## src/rtl/riscv_core_pkg.sv

```systemverilog
// Shared definitions for the RISC-V core pipeline front end.
// Holds the fetch-stage sizing constants and the IF/ID record type
// handed from the fetch stage to the decode stage.
package riscv_core_pkg;

  // PC / instruction-memory byte address width
  localparam int ADDR_W = 8;
  // Width of the saturating fetched-instruction counter
  localparam int CNT_W  = 16;

  localparam logic [ADDR_W-1:0] RESET_PC  = 8'h00;
  localparam logic [ADDR_W-1:0] PC_STEP   = 8'h04;
  // addi x0,x0,0 : the bubble placed in IF/ID when it is empty or flushed
  localparam logic [31:0]       NOP_INSTR = 32'h00000013;

  // IF/ID pipeline record
  typedef struct packed {
    logic [31:0]       instr;
    logic [ADDR_W-1:0] pc;
    logic [ADDR_W-1:0] pc4;
    logic              valid;
  } if_id_t;

  localparam if_id_t IF_ID_RESET = '{
    instr: NOP_INSTR,
    pc:    8'h00,
    pc4:   8'h00,
    valid: 1'b0
  };

  // Force a byte address onto a word boundary
  function automatic logic [ADDR_W-1:0] word_align(input logic [ADDR_W-1:0] addr);
    return {addr[ADDR_W-1:2], 2'b00};
  endfunction

endpackage

```

## src/rtl/instr_fetch_if_id_reg.sv

```systemverilog
// IF/ID pipeline register with flush/hold/load control.
// Priority: flush > hold > load. A flush turns the slot into a NOP
// bubble but keeps the last pc/pc4 so downstream debug still sees
// where the bubble came from.
// Ports:
//   clk, rst  : clock, asynchronous active-high reset
//   hold      : keep current contents
//   flush     : replace instruction by NOP and clear valid
//   d         : record loaded when neither hold nor flush
//   q         : registered record
module if_id_reg
  import riscv_core_pkg::*;
(
  input  logic   clk,
  input  logic   rst,
  input  logic   hold,
  input  logic   flush,
  input  if_id_t d,
  output if_id_t q
);

  if_id_t q_r;

  // IF/ID register update: flush beats hold beats load
  always_ff @(posedge clk or posedge rst) begin
    if (rst) begin
      q_r <= IF_ID_RESET;
    end else if (flush) begin
      q_r.instr <= NOP_INSTR;
      q_r.valid <= 1'b0;
    end else if (hold) begin
      q_r <= q_r;
    end else begin
      q_r <= d;
    end
  end

  assign q = q_r;

endmodule

```

## src/rtl/instr_fetch.sv

```systemverilog
// Instruction fetch stage in front of a combinational instruction ROM.
// Owns the PC, presents it as the ROM address, captures the returned word
// with its PC and PC+4 into the IF/ID register, and counts fetched words.
// Priority per edge: redirect > stall > normal advance.
// Ports:
//   clk, reset            : clock, asynchronous active-high reset
//   stall_i               : hold PC and IF/ID
//   redirect_i            : taken branch/jump, flushes IF/ID
//   redirect_pc_i         : branch/jump target (low bits forced to 0)
//   imem_addr_o           : byte address to instruction ROM
//   imem_rd_i             : instruction word from ROM, same cycle
//   if_instr_o/pc_o/pc4_o : IF/ID contents
//   if_valid_o            : IF/ID holds a real instruction
//   misalign_o            : one-cycle pulse on a misaligned redirect target
//   fetch_cnt_o           : saturating count of valid captures
module instr_fetch
  import riscv_core_pkg::*;
(
  input  logic              clk,
  input  logic              reset,
  input  logic              stall_i,
  input  logic              redirect_i,
  input  logic [ADDR_W-1:0] redirect_pc_i,
  output logic [ADDR_W-1:0] imem_addr_o,
  input  logic [31:0]       imem_rd_i,
  output logic [31:0]       if_instr_o,
  output logic [ADDR_W-1:0] if_pc_o,
  output logic [ADDR_W-1:0] if_pc4_o,
  output logic              if_valid_o,
  output logic              misalign_o,
  output logic [CNT_W-1:0]  fetch_cnt_o
);

  localparam logic [CNT_W-1:0] CNT_MAX = {CNT_W{1'b1}};
  localparam logic [CNT_W-1:0] CNT_ONE = {{(CNT_W-1){1'b0}}, 1'b1};

  logic [ADDR_W-1:0] pc_r;
  logic [ADDR_W-1:0] pc_next_s;
  logic [ADDR_W-1:0] pc_plus4_s;
  logic              advance_s;
  logic              misalign_r;
  logic [CNT_W-1:0]  cnt_r;
  if_id_t            if_id_d_s;
  if_id_t            if_id_q_s;

  // Wraps modulo 2^ADDR_W with no flag
  assign pc_plus4_s = pc_r + PC_STEP;

  // Next-PC mux; advance_s marks a normal fetch that loads IF/ID
  always_comb begin
    pc_next_s = pc_r;
    advance_s = 1'b0;
    if (redirect_i) begin
      pc_next_s = word_align(redirect_pc_i);
    end else if (stall_i) begin
      pc_next_s = pc_r;
    end else begin
      pc_next_s = pc_plus4_s;
      advance_s = 1'b1;
    end
  end

  // PC register, misalign pulse and saturating fetch counter
  always_ff @(posedge clk or posedge reset) begin
    if (reset) begin
      pc_r       <= RESET_PC;
      misalign_r <= 1'b0;
      cnt_r      <= {CNT_W{1'b0}};
    end else begin
      pc_r       <= pc_next_s;
      misalign_r <= redirect_i & (|redirect_pc_i[1:0]);
      if (advance_s && (cnt_r != CNT_MAX)) begin
        cnt_r <= cnt_r + CNT_ONE;
      end
    end
  end

  // ROM data only reaches IF/ID on a normal fetch; flush and hold ignore it
  assign if_id_d_s = '{
    instr: imem_rd_i,
    pc:    pc_r,
    pc4:   pc_plus4_s,
    valid: 1'b1
  };

  if_id_reg u_if_id_reg (
    .clk   (clk),
    .rst   (reset),
    .hold  (stall_i),
    .flush (redirect_i),
    .d     (if_id_d_s),
    .q     (if_id_q_s)
  );

  assign imem_addr_o = pc_r;
  assign if_instr_o  = if_id_q_s.instr;
  assign if_pc_o     = if_id_q_s.pc;
  assign if_pc4_o    = if_id_q_s.pc4;
  assign if_valid_o  = if_id_q_s.valid;
  assign misalign_o  = misalign_r;
  assign fetch_cnt_o = cnt_r;

endmodule

```

## config.mk

```make
export PLATFORM = sky130hd
export DESIGN_NAME = instr_fetch
export DESIGN_NICKNAME = d
export VERILOG_FILES = /design/src/rtl/riscv_core_pkg.sv /design/src/rtl/instr_fetch_if_id_reg.sv /design/src/rtl/instr_fetch.sv
export SDC_FILE = /design/constraint.sdc
export NUM_CORES = 1
export LEC_CHECK = 0
export ABC_CLOCK_PERIOD_IN_PS = 2400
export CORE_MARGIN = 2
export CORE_UTILIZATION = 35
export DETAILED_ROUTE_END_ITERATION = 7
export PLACE_DENSITY = 0.69
export SYNTH_ARGS = -nofsm -noshare
export SYNTH_HDL_FRONTEND = slang
export SYNTH_SLANG_ARGS = --single-unit
```

## constraint.sdc

```tcl
create_clock -name clk -period 2.4 [get_ports clk]
set_clock_uncertainty 0.15 [all_clocks]
set_input_delay 0.6 -clock clk [delete_from_list [all_inputs] [get_ports clk]]
set_output_delay 0.6 -clock clk [all_outputs]
set_load 0.1 [all_outputs]
```

== Yosys cells after proc, flatten, opt, wreduce, memory -nomap -nowiden ==
Cells that the tools add are included.

* Add/subtract/negate cells: 2
* Equal/unequal tests: 2
* Mux-type cells: 7
* Bitwise operators: 3
* Reduce and logical (&&, ||, !) cells: 3

{| class="wikitable"
|+ Operators with widths
! operator !! number
|-
| $mux 49 || 1
|-
| $mux 32 || 1
|-
| $add 16x1->16 const B || 1
|-
| $mux 8 || 2
|-
| $ne 16x16->1 const B || 1
|-
| $add 8x3->8 const B || 1
|-
| $mux 1 || 3
|-
| $ne 2x1->1 const B || 1
|-
| $not 1->1 || 2
|-
| $reduce_and 2->1 || 1
|-
| $reduce_or 2->1 || 1
|-
| $and 1x1->1 || 1
|-
| $logic_and 1x1->1 || 1
|}

* Register bits: 74
* Bits of input ports: 44
* Output and inout port bits: 74
* Logic and storage cells: 24

== Longest topological paths before layout ==
Gate-level depths: netlist of run 1.

* Depth in word-level cells: 3
* Mapped depth: 6
* Gate-level depth less buffers: 5

== Modules after synthesis ==
From an unflattened synthesis of run 1, not the netlist that was laid out.

* Cell total of the unflattened synthesis: 266
* Area total of the unflattened synthesis: 3283.1 µm²

{| class="wikitable"
|+ Modules (own cells, without submodules)
! module !! times used !! cells an instance !! area each (µm²) !! seq. area each (µm²)
|-
| if_id_reg || 1 || 142 || 1993.2 || 1229.9
|-
| instr_fetch || 1 || 124 || 1290.0 || 575.6
|}

== Worst setup path before layout of run 1 ==
OpenSTA, ideal clock, no wires.

* Path type: reg2reg
* From: register cnt_r[0], in the netlist fetch_cnt_o[0]
* To: register cnt_r[1], in the netlist fetch_cnt_o[1]
* Setup time: 0.127 ns
* Arrival time: 2.065 ns
* Required time: 2.123 ns
* Slack: 0.058 ns
* Stages on the path, launching flop included: 5
* Buffers on the path: 0
* Clock period less this slack: 2.342 ns
* Path through: dfrtp_1 > ha_1 > nand3_1 > o31a_1 > mux2_4

* Cells in the longest elaborated chain, start to end: 2
* Elaborated cells between the ends (all ways): 3
* Classes of those cells: add/sub: 1; eq/ne: 1; reduce/logical: 1

{| class="wikitable"
|+ Ends and longest elaborated chain
! what !! line !! source
|-
| start, declared || instr_fetch.sv:42 || <nowiki>logic [CNT_W-1:0] cnt_r;</nowiki>
|-
| start signal, assigned || instr_fetch.sv:68 || <nowiki>cnt_r <= {CNT_W{1'b0}};</nowiki>
|-
| start signal, assigned || instr_fetch.sv:73 || <nowiki>cnt_r <= cnt_r + CNT_ONE;</nowiki>
|-
| parallel branches: the longest is 2 deep, another holds $add 16x1->16 || - ||
|}

Parallel ways; which one is timed is not known.
A chain may end at the register's enable or synchronous reset.

== Worst setup path in the final report of run 1 ==
* From: register pc_r[4], in the netlist imem_addr_o[4]
* To: output imem_addr_o[4]

{| class="wikitable"
|+ RTL lines
! what !! line !! source
|-
| start, declared || instr_fetch.sv:37 || <nowiki>logic [ADDR_W-1:0] pc_r;</nowiki>
|-
| start signal, assigned || instr_fetch.sv:70 || <nowiki>pc_r <= pc_next_s;</nowiki>
|-
| end, declared || instr_fetch.sv:24 || <nowiki>output logic [ADDR_W-1:0] imem_addr_o,</nowiki>
|}

No word-level cell between the ends.

==> results.sh, run 1 <==
export IMPL_die_y_um=96.61
export IMPL_syn_area_um2=3002
export IMPL_cp_startpoint="imem_addr_o[4]"
export IMPL_cts_tree="built"
export IMPL_drv_slew=0
export IMPL_maxCapViolCount=0
export IMPL_ant_nets=0
export IMPL_yosys_warnings=0
export IMPL_outcome="complete, no violations"
export IMPL_grt_max_degree=43
export IMPL_antenna_found_initial=0
export IMPL_vias_per_cell=4.814
export IMPL_end_kind="output port"
export IMPL_hold_start="fetch_cnt_o[14]"
export IMPL_holdCritPathClass="reg -> reg"
export IMPL_synth_avg_cell_area_um2=11.54
export IMPL_h_tree_depth=3
export IMPL_fmax_ghz=0.5232
export IMPL_cp_num_buf_inv=1
export IMPL_yosysSeqAreaShare_pct=56.82
export IMPL_rsz0062_at_grt="false"
export IMPL_async_flop_share_pct=100.0
export IMPL_grt_pass1_vias=2346
export IMPL_reg2reg_from="fetch_cnt_o[1]"
export IMPL_switching_power_uw=1885
export IMPL_synth_edf_count=0
export IMPL_worst_path_dominant_cell_family="flip-flops"
export IMPL_grt_total_usage_pct=14.91
export IMPL_finalCritPeriodShare_pct=79.64
export IMPL_avgRoutedWirePerCell_um=13.71
export IMPL_required_ns=1.65
export IMPL_num_vias=2335
export IMPL_tns_ns=0
export IMPL_ctsResizeCount=0
export IMPL_p_sw_share_pct=46.71
export IMPL_rows=33
export IMPL_power_internal_uw=2151
export IMPL_cts_hold_buf=0
export IMPL_die_x_um=96.61
export IMPL_clk_latency_ns=0.32
export IMPL_final_fill_count=756
export IMPL_drt_drc_violations_left=0
export IMPL_clk_pin_slew_ns=0.07
export IMPL_dp_hpwl_mm=4.897
export IMPL_grt_overflow=0
export IMPL_ys_types=36
export IMPL_core_area_um2=8258
export IMPL_numPortBuffers=111
export IMPL_top_level_ports=118
export IMPL_start_kind="flop"
export IMPL_combPwrFrac_pct=43.3
export IMPL_p_seq_share_pct=35.9
export IMPL_fp_dieArea_um2=9333
export IMPL_p_leak_uw=0.002059
export IMPL_dr_pass1_iters=4
export IMPL_clockPowerShare_pct=20.8
export IMPL_fin_util_pct=52.33
export IMPL_cts_sinks=68
export IMPL_gp_congestion=0.7678
export IMPL_diodes=0
export IMPL_crit_fanout=6
export IMPL_timing_hold_ws_ns=0.3607
export IMPL_setup_viol=0
export IMPL_routed_wl_mm=6.647
export IMPL_final_cell_mix="buf_4 (66), dfrtp_1 (65), clkdlybuf4s50_1 (41)"
export IMPL_synth_seq_cells=68
export IMPL_crit_type="reg -> out"
export IMPL_final_common_cell="buf_4"
export IMPL_crit_chain="buf_4"
export IMPL_tritoncts_num_buffers=9
export IMPL_synthToLayoutAreaGrowth_pct=43.98
export IMPL_grt_pass1_wl_mm=11.46
export IMPL_hold_viol=0
export IMPL_slowest_stage="dfrtp_1"
export IMPL_syn_inst=260
export IMPL_drt_iter0_drc=54
export IMPL_start_util_pct=36.35
export IMPL_cts_buffer_depth=2
export IMPL_cp_arrival_ns=1.16
export IMPL_slowest_delay_ns=0.49
export IMPL_root_buffer="clkbuf_8"
export IMPL_final_nets=421
export IMPL_synth_ff_type="dfrtp_1"
export IMPL_ir_drop_mv=0.6445
export IMPL_post_route_min_period_ns=1.911
export IMPL_drive_above_1_share_pct=28.42
export IMPL_cts_setup_buffers=0
export IMPL_p_per_area_nw_per_um2=934.0
-- worst register-to-register path, cell delays in order, from the launching register on --
cell and delay [ns]:
dfrtp_1 0.48, ha_1 0.24, nand3_1 0.12, nor3_2 0.38, nor3b_1 0.29, xor2_1 0.16
-- through the flow --
stage / instances / power (µW) / setup WS, ns / area (µm²)
finish: 485 / 4037 / 0.4887 / 4322
global route: 485 / 4215 / 0.3702 / 4322
CTS: 485 / 4083 / 0.4670 / 4322
detailed placement: 469 / 3229 / 0.3556 / 4141
global placement: 469 / 3215 / 0.4220 / 4141
floorplan: 265 / 2765 / 0.05845 / 3024
-- cells by family after synthesis --
group                      share of synthesized area (%)
xor gates and xnor gates                           5.544
DFF                                                56.82
other                                             0.1249
muxes                                              13.51
adders and majority gates                         0.8335
and+or+nand+nor                                    14.13
buffers and inverters                              4.043
AOI/OAI and AO/OA                                  5.003
-- path summary, 6_finish.rpt --
kind,end,slack (ns),cells after the start
worst min register to register,fetch_cnt_o[14],0.36,1
max in group asynchronous,u_if_id_reg.q[17],1.11,3
worst max-delay path,imem_addr_o[4],0.49,1
worst min-delay path,fetch_cnt_o[14],0.36,1
min in group asynchronous,u_if_id_reg.q[41],0.46,2
worst max register to register,fetch_cnt_o[10],0.51,5
-- synthesized netlist by cell type, types with 2 or more instances --
master	count	area share [%]
dfrtp_1	65	54
a21oi_1	10	1.7
mux2i_1	30	10
and3_1	2	0.42
clkbuf_1	4	0.50
dfstp_2	3	2.6
a31oi_1	3	0.63
inv_1	3	0.38
nor3_1	2	0.33
ha_1	2	0.83
and2_1	2	0.42
buf_4	6	1.5
nor2_1	39	4.9
a211o_1	3	0.88
buf_2	7	1.2
mux2_2	8	3.0
nand2_1	11	1.4
nor2b_1	4	0.83
nand3_1	9	1.5
o21ai_0	6	1.0
xnor2_1	14	4.1
xor2_1	5	1.5
nand4_1	7	1.5
and4_1	3	0.88
-- area by class of cell --
class | instances | area (µm²) | share of cell area (%)
flip-flops and latches | 68 | 1705 | 39.46
clock inverters | 3 | 21.27 | 0.4922
multi-input cells | 175 | 1194 | 27.62
inverters | 3 | 15.01 | 0.3474
clock buffers | 13 | 158.9 | 3.677
well taps | 105 | 131.4 | 3.040
repair buffers | 118 | 1096 | 25.36
-- per-layer routing --
layer | track usage (%) | vias to the layer above | part of all wire, %
met5 | 0 | - | 0
met4 | 5.200 | 0 | 1.4
met3 | 3.757 | 12 | 7.0
met2 | 24.20 | 88 | 48
met1 | 19.46 | 1121 | 44
li1 | - | 1114 | -
-- power by group through the flow --
stage          Clock (µW)  Combinational (µW)  Sequential [µW]
6_report              840                1750             1450
5_1_grt               926                1820             1470
4_1_cts               873                1760             1450
3_5_place_dp            0                1760             1470
3_3_place_gp            0                1750             1470
2_1_floorplan           0                 324             2440
-- flip-flops by register name (all words and copies together), names as in the netlist --
| register | cells |
|---|---|
| misalign_o | 1 |
| u_if_id_reg.q | 45 |
| imem_addr_o | 6 |
| fetch_cnt_o | 16 |
(Power assumes the default switching activity.)
==> run 2: changes to the inputs <==
ABC_CLOCK_PERIOD_IN_PS = 1800   (was 2400)
PLACE_DENSITY = 0.67   (was 0.69)
clock period = 1.8 ns   (was 2.4 ns; I/O delays follow)
==> run 2 against run 1 <==
- hold slack improved by 0.020 ns
- largest power group unchanged
- cell count grew 1.0%
- register-to-register slack got worse by 0.39 ns
- core utilization up 10 points
- die area stayed put
- via count up 0.69%
- sequential power is 43% higher
- flip-flop and latch count stayed put
- sequential share of layout area decreased by 5.5 points
- worst setup slack got worse by 0.36 ns
- power is 50% higher
- critical path depth increased by 4
==> results.sh, run 2 (synthesis results as in run 1) <==
export IMPL_root_buffer="clkbuf_8"
export IMPL_diodes=0
export IMPL_start_kind="flop"
export IMPL_tightest_slew_ns=0.5593
export IMPL_cts_hold_buf=0
export IMPL_hold_viol=0
export IMPL_final_nets=426
export IMPL_regArea_um2=1757
export IMPL_drt_iter0_drc=127
export IMPL_crit_end="fetch_cnt_o[10]"
export IMPL_holdCritPathClass="reg -> reg"
export IMPL_final_cell_mix="buf_12 (68), dfrtp_1 (44), clkdlybuf4s50_1 (41)"
export IMPL_vias_per_cell=4.798
export IMPL_grt_pass1_vias=2447
export IMPL_r2r_end="fetch_cnt_o[10]"
export IMPL_numPortBuffers=111
export IMPL_finalCritPeriodShare_pct=93.08
export IMPL_avgRoutedWirePerCell_um=15.43
export IMPL_post_route_min_period_ns=1.675
export IMPL_cts_buffer_depth=2
export IMPL_dr_pass1_iters=4
export IMPL_hold_start="fetch_cnt_o[10]"
export IMPL_fin_util_pct=62.67
export IMPL_setup_viol=0
export IMPL_ant_nets=0
export IMPL_final_fill_count=647
export IMPL_placed_cells=474
export IMPL_routed_wl_mm=7.559
export IMPL_r2r_setup_slack_ns=0.12
export IMPL_start_util_pct=36.35
export IMPL_grt_total_usage_pct=16.74
export IMPL_tritoncts_num_buffers=9
export IMPL_rows=33
export IMPL_cp_arrival_ns=1.77
export IMPL_crit_fanout=7
export IMPL_crit_chain="ha_4 -> nand3_2 -> nor3_4 -> nor3b_2 -> xor2_1"
export IMPL_h_tree_depth=3
export IMPL_clk_latency_ns=0.32
export IMPL_antenna_found_initial=0
export IMPL_cts_tree="built"
export IMPL_crit_type="reg -> reg"
export IMPL_end_kind="flop"
export IMPL_cts_setup_buffers=0
export IMPL_cp_startpoint="fetch_cnt_o[1]"
export IMPL_stdcell_count=490
export IMPL_reg2reg_from="fetch_cnt_o[1]"
export IMPL_maxCapViolCount=0
export IMPL_ctsResizeCount=0
export IMPL_grt_overflow=0
export IMPL_fp_dieArea_um2=9333
export IMPL_worstRegToRegCells=5
export IMPL_dp_hpwl_mm=5.566
export IMPL_fmax_ghz=0.5969
export IMPL_drt_drc_violations_left=0
export IMPL_rsz0062_at_grt="false"
export IMPL_p_leak_uw=0.002275
export IMPL_outcome="complete, no violations"
export IMPL_slowest_stage="dfrtp_4"
export IMPL_die_x_um=96.61
export IMPL_grt_max_degree=37
export IMPL_slowest_delay_ns=0.47
export IMPL_drv_slew=0
export IMPL_final_common_cell="buf_12"
export IMPL_cts_sinks=68
export IMPL_top_level_ports=118
export IMPL_die_y_um=96.61
export IMPL_ir_drop_mv=1.358
export IMPL_synthToLayoutAreaGrowth_pct=72.41
export IMPL_largest_reg_flops=45
export IMPL_p_per_area_nw_per_um2=1167
export IMPL_multiInputGateArea_um2=1222
export IMPL_hold_depth=1
export IMPL_num_vias=2351
export IMPL_core_area_um2=8258
export IMPL_slew_limit_headroom_pct=62.71
export IMPL_required_ns=1.90
export IMPL_grt_pass1_wl_mm=12.74
export IMPL_clk_pin_slew_ns=0.07
export IMPL_drive_above_1_share_pct=34.81
export IMPL_gp_congestion=0.7612
[run 2: where the power goes]
group,switching [µW],internal (µW),leakage [µW]
logic,1770,1010,0.00135
registers,323,1760,0.000832
clock network,530,642,0.0000887
[run 2: final cells by class]
class	count	share of cell area, %
clock inverters	2	0.6770
multi-input cells	175	23.62
well taps	105	2.539
inverters	3	0.2901
clock buffers	14	2.756
flip-flops and latches	68	33.95
repair buffers	123	36.17
[run 2: worst max-delay path, delay by kind of cell (launching register included)]
family	cells	cell delay, ns
XOR/XNOR	1	0.16
flip-flops	1	0.47
AND/OR/NAND/NOR	3	0.66
adder cells (fa/ha/maj)	1	0.16
[run 2: worst min-delay path by stage]
stage               slack [ns]                end
floorplan                 0.42         misalign_o
global placement          0.37    fetch_cnt_o[10]
detailed placement        0.38    fetch_cnt_o[10]
CTS                       0.39  u_if_id_reg.q[33]
global route              0.41    fetch_cnt_o[14]
finish                    0.38    fetch_cnt_o[10]
[run 2: metrics by stage]
stage	hold slack (ns)	power (µW)	setup WS (ns)	area (µm²)	TNS [ns]
CTS	0.3900	6091	0.1039	5175	0
floorplan	0.4170	3765	-0.1239	3104	-0.1239
global placement	0.3693	4871	0.1101	4997	0
detailed placement	0.3770	4908	0.06795	4997	0
finish	0.3803	6037	0.1245	5175	0
global route	0.4111	6264	0.01451	5175	0
[run 2: metal layers]
metal  routed length (µm)  global-route usage (%)  vias up
li1                     -                       -     1121
met1                 3356                   22.78     1154
met2                 3773                   26.98       71
met3                  358                   3.251        5
met4                   71                   5.525        0
met5                    0                       0        -
